==> src/rtl/guess_button_conditioner.sv <==
// Synchronises and debounces the active-low guess pushbutton, producing a clean
// active-low level plus a one-cycle strobe per accepted press, gated by enable.
module guess_button_conditioner #(
    parameter int DEBOUNCE_CYCLES = 500000,
    parameter int CNT_WIDTH       = 19
) (
    input  logic i_clock,
    input  logic i_reset,
    input  logic i_key_n,
    input  logic i_enable,
    output logic o_guess_button,
    output logic o_guess_pulse,
    output logic o_busy
);

    // state        | meaning
    // IDLE         | released, waiting for first low sample
    // PRESS_WAIT   | counting consecutive low samples
    // PRESSED      | press accepted (or swallowed), waiting for first high sample
    // RELEASE_WAIT | counting consecutive high samples
    typedef enum logic [1:0] {
        IDLE         = 2'd0,
        PRESS_WAIT   = 2'd1,
        PRESSED      = 2'd2,
        RELEASE_WAIT = 2'd3
    } state_t;

    localparam logic [CNT_WIDTH-1:0] CNT_LAST = CNT_WIDTH'(DEBOUNCE_CYCLES - 1);
    localparam logic [CNT_WIDTH-1:0] CNT_ONE  = CNT_WIDTH'(1);
    localparam logic [CNT_WIDTH-1:0] CNT_ZERO = '0;

    state_t               r_state;
    logic [CNT_WIDTH-1:0] r_cnt;
    logic                 r_sync1;
    logic                 r_sync2;
    logic                 r_button;
    logic                 r_pulse;
    logic                 r_busy;

    logic w_ks;
    assign w_ks = r_sync2;

    always_ff @(posedge i_clock) begin
        if (i_reset) begin
            r_state  <= IDLE;
            r_cnt    <= CNT_ZERO;
            r_sync1  <= 1'b1;
            r_sync2  <= 1'b1;
            r_button <= 1'b1;
            r_pulse  <= 1'b0;
            r_busy   <= 1'b0;
        end else begin
            r_sync1 <= i_key_n;
            r_sync2 <= r_sync1;
            r_pulse <= 1'b0;
            case (r_state)
                IDLE: begin
                    if (!w_ks) begin
                        r_state <= PRESS_WAIT;
                        r_cnt   <= CNT_ONE;
                        r_busy  <= 1'b1;
                    end
                end
                PRESS_WAIT: begin
                    if (w_ks) begin
                        r_state <= IDLE;
                        r_cnt   <= CNT_ZERO;
                        r_busy  <= 1'b0;
                    end else if (r_cnt == CNT_LAST) begin
                        // A press seen while disabled is still tracked so its release is debounced.
                        r_state <= PRESSED;
                        r_cnt   <= CNT_ZERO;
                        if (i_enable) begin
                            r_button <= 1'b0;
                            r_pulse  <= 1'b1;
                        end
                    end else begin
                        r_cnt <= r_cnt + 1'b1;
                    end
                end
                PRESSED: begin
                    if (w_ks) begin
                        r_state <= RELEASE_WAIT;
                        r_cnt   <= CNT_ONE;
                    end
                end
                RELEASE_WAIT: begin
                    if (!w_ks) begin
                        r_state <= PRESSED;
                        r_cnt   <= CNT_ZERO;
                    end else if (r_cnt == CNT_LAST) begin
                        r_state  <= IDLE;
                        r_cnt    <= CNT_ZERO;
                        r_button <= 1'b1;
                        r_busy   <= 1'b0;
                    end else begin
                        r_cnt <= r_cnt + 1'b1;
                    end
                end
                default: begin
                    r_state <= IDLE;
                    r_cnt   <= CNT_ZERO;
                    r_busy  <= 1'b0;
                end
            endcase
        end
    end

    assign o_guess_button = r_button;
    assign o_guess_pulse  = r_pulse;
    assign o_busy         = r_busy;

endmodule
==> config.mk <==
export PLATFORM = sky130hd
export DESIGN_NAME = guess_button_conditioner
export DESIGN_NICKNAME = d
export VERILOG_FILES = /design/src/rtl/guess_button_conditioner.sv
export SDC_FILE = /design/constraint.sdc
export NUM_CORES = 1
export LEC_CHECK = 0
export ABC_CLOCK_PERIOD_IN_PS = 2800
export CELL_PAD_IN_SITES_DETAIL_PLACEMENT = 0
export CELL_PAD_IN_SITES_GLOBAL_PLACEMENT = 1
export CORE_MARGIN = 3
export CORE_UTILIZATION = 30
export CTS_CLUSTER_DIAMETER = 80
export CTS_CLUSTER_SIZE = 8
export DETAILED_ROUTE_END_ITERATION = 8
export PLACE_DENSITY_LB_ADDON = 0.1
export REMOVE_ABC_BUFFERS = 1
export SLEW_MARGIN = 20
export SYNTH_ARGS = -nofsm -noshare
export SYNTH_HDL_FRONTEND = slang
export SYNTH_SLANG_ARGS = --single-unit
==> constraint.sdc <==
create_clock -name i_clock -period 2.8 [get_ports i_clock]
set_clock_uncertainty 0.05 [all_clocks]
set_input_delay 0.56 -clock i_clock [delete_from_list [all_inputs] [get_ports i_clock]]
set_output_delay 0.56 -clock i_clock [all_outputs]
set_load 0.02 [all_outputs]
==> out/results.txt <==
status - finished clean
Util after Layout - 35.06%
# port buffers - 6
r2r worst-path depth - 6
total grt overflow - 0
core area - 4817 µm²
dominant synthesized flop cell - dfxtp_1
sequential element share of the synthesized area - 34.35%
switching portion of total power - 37.84%
synthesized area per cell - 8.060 µm²
DR vias - 1433
vias in the first global route - 1324
Mapped Cells - 188
CP required - 2.91 ns
Worst-path clk slew - 0.09 ns
flops & latches, synth - 26
combinational fraction of design power - 36.8%
Slew @ Worst Pin - 0.6651 ns
fin nets - 203
setup violators final - 0
synth unique cells - 40
clk_lat worst skew - 0.27 ns
worst hold endpoint - r_sync2
Slew Viols, Final - 0
Avg WL per Cell - 15.40 µm
antenna cells - 0
HPWL Detailed - 2815 µm
post-route clock period utilization - 79.38%
worst hold path type - flip-flop to flip-flop
routability cong. - 0.7688
fraction of layout instances using a drive strength above 1 - 9.375%
Lkg Pwr - 0.4875 nW
Synth Warn # - 0
global-route wire length before repair - 6637 µm
DRT Wirelength - 3989 µm
Synth-to-Final Area Change - 11.48%
Die Ht - 77.07 µm
max cap viols - 0
io pins - 7
RR Endpoint - r_state[0]
worst reg2reg setup slack - 0.58 ns
Hold Buf Count CTS - 0
async set-reset flop share out of synthesis - 0%
Antenna Nets Post-Route - 0
reg2reg start - r_cnt[9]
Starting Density - 31.45%
crit-path max FO - 18
final critical-path required period - 2.223 ns
clock network fraction of total power - 21.3%
HP Start - r_sync1
Pre-antenna DRT Iters - 4
worst hold path depth - 1
worst vdd ir - 0.2209 mV
CTS resizes - 0
Max Root-Sink Buffers - 2
Post-CTS Setup Inserts - 0
Initial DRC Count - 102
Critical Path Start Type - flip-flop
DIE AREA - 5940 µm²
largest net degree at the start of global routing - 19
clock tree root buffer cell - clkbuf_8
relative slew slack - 55.52%
kind of end point of the critical path - flip-flop
die width - 77.07 µm
Sw Pwr - 0.3817 mW
sequential cell fraction of total power - 42.0%
maximum clock rate - 449.9 MHz
vias per cell - 5.533
hold violation count in the final report - 0
Setup TNS Final - 0 ns
H-tree depth - 1
Cell Area, Synth - 1515 µm²
Int Pwr - 0.6271 mW
RSZ-0062 raised after global routing - no
CTS tree - yes
drc violations - 0
Crit Path Class - flip-flop to flip-flop
initial antenna violation count - 0
CP arrival - 2.33 ns
site row count - 25
CTS Buf Count - 3
Pwr per Cell Area - 597.3 nW/µm²
Layout fillers - 518
CTS Sinks - 26
Total GRT Usage - 13.92%
EDFF count, synth - 0
==> sequential cells by signal, indices dropped and copies added, names as in the netlist, named ones only <==
| signal | flops |
|---|---|
| o_busy | 1 |
| o_guess_button | 1 |
| o_guess_pulse | 1 |
| r_cnt | 19 |
| r_state | 1 |
| r_sync1 | 1 |
| r_sync2 | 1 |
==> critical path: stages, from the launching register on <==
cell and delay [ns]:
dfxtp_1 0.38, or4b_2 0.73, nor4_4 0.23, a31oi_2 0.15, buf_4 0.23, nor4_1 0.26, nor3_1 0.08
==> cells in the mapped netlist (all sizes together), types with 3 or more instances <==
| master | instances | share of area (%) |
|---|---|---|
| o221ai | 8 | 4.6 |
| nand3 | 11 | 3.6 |
| nor2 | 10 | 2.5 |
| buf | 3 | 1.7 |
| nand4 | 13 | 5.4 |
| nor3 | 3 | 0.99 |
| and4 | 3 | 1.7 |
| or3 | 10 | 4.1 |
| dfxtp | 26 | 34 |
| nand2 | 23 | 5.9 |
| inv | 9 | 2.2 |
| clkbuf | 8 | 2.0 |
| or4 | 5 | 2.7 |
| ha | 5 | 4.1 |
| a21oi | 12 | 4.0 |
| or2 | 3 | 1.2 |
| o21ai | 6 | 2.0 |
| nor4 | 4 | 2.6 |
| nand4b | 3 | 1.7 |
==> metal layers <==
layer	routed length, µm	vias to the layer above	GRT usage [%]
met1	1927	674	18.26
met4	22	0	4.982
met5	0	-	0
met3	149	2	1.995
met2	1890	29	23.17
li1	-	728	-
==> stage by stage <==
| stage | area [µm²] | instances | hold slack [ns] | power (mW) | setup WS, ns |
|---|---|---|---|---|---|
| 5_1_grt | 1689 | 259 | 0.3817 | 1.092 | 0.4312 |
| 2_1_floorplan | 1459 | 177 | 0.3395 | 0.6578 | 0.6815 |
| 6_report | 1689 | 259 | 0.3693 | 1.009 | 0.5773 |
| 3_3_place_gp | 1648 | 256 | 0.3464 | 0.8098 | 0.4820 |
| 4_1_cts | 1689 | 259 | 0.3721 | 1.033 | 0.5673 |
| 3_5_place_dp | 1648 | 256 | 0.3487 | 0.8073 | 0.4862 |
==> kinds of logic (layout without fill, tap and decap cells) <==
group,count (synthesis),after routing,synth area share (%)
buffers and inverters,20,24,5.945
adder cells (fa/ha/maj),5,5,4.129
XOR/XNOR,1,1,0.5781
AND/OR/NAND/NOR,96,96,36.17
flip-flops,26,26,34.35
AO/OA/AOI/OAI,40,40,18.83
==> area by class of cell <==
cell class,instances,area (µm²),share of cell area [%]
Timing Repair Buffer,12,105.1,6.222
Inverter,9,33.78,2.000
Clock buffer,3,41.29,2.444
Sequential cell,26,520.5,30.81
Tap cell,67,83.83,4.963
Multi-Input combinational cell,142,904.6,53.56
==> cells in the final DEF (no fill, tap or decap), types with 2 or more instances in the layout <==
cell / synthesis / routed
nor2b_1: 2 / 2
o221ai_1: 8 / 8
or2_2: 3 / 3
nand4b_1: 3 / 3
o32ai_1: 2 / 2
or3_1: 10 / 10
o21ai_0: 5 / 5
nand2b_1: 2 / 2
a311oi_1: 2 / 2
and4_1: 3 / 3
dfxtp_1: 26 / 26
or4_1: 4 / 4
clkdlybuf4s50_1: 0 / 6
nand3_1: 11 / 11
a21oi_1: 12 / 12
nor4_1: 3 / 3
a32o_1: 2 / 2
nor3_1: 3 / 3
o311ai_0: 2 / 2
ha_1: 5 / 5
and3_1: 2 / 2
nand4_1: 13 / 13
nor2_1: 10 / 10
buf_4: 2 / 6
nand2_1: 22 / 22
clkbuf_8: 0 / 3
inv_1: 9 / 9
==> power groups by stage <==
stage	clock network [mW]	registers (mW)	logic [mW]
4_1_cts	0.231	0.423	0.379
3_3_place_gp	0	0.431	0.378
3_5_place_dp	0	0.431	0.376
6_report	0.214	0.423	0.371
2_1_floorplan	0	0.436	0.222
5_1_grt	0.245	0.428	0.419
==> worst max-delay path by stage <==
stage	from	end	slack, ns
after floorplan	flip-flop	r_cnt[2]	0.68
after global placement	i_reset	r_cnt[3]	0.48
after detailed placement	i_reset	r_cnt[3]	0.49
after CTS	r_cnt[9]	r_state[0]	0.57
after global routing	r_cnt[9]	o_guess_button	0.43
final	r_cnt[9]	r_state[0]	0.58
Note: power is estimated with default switching activity, not from simulation.
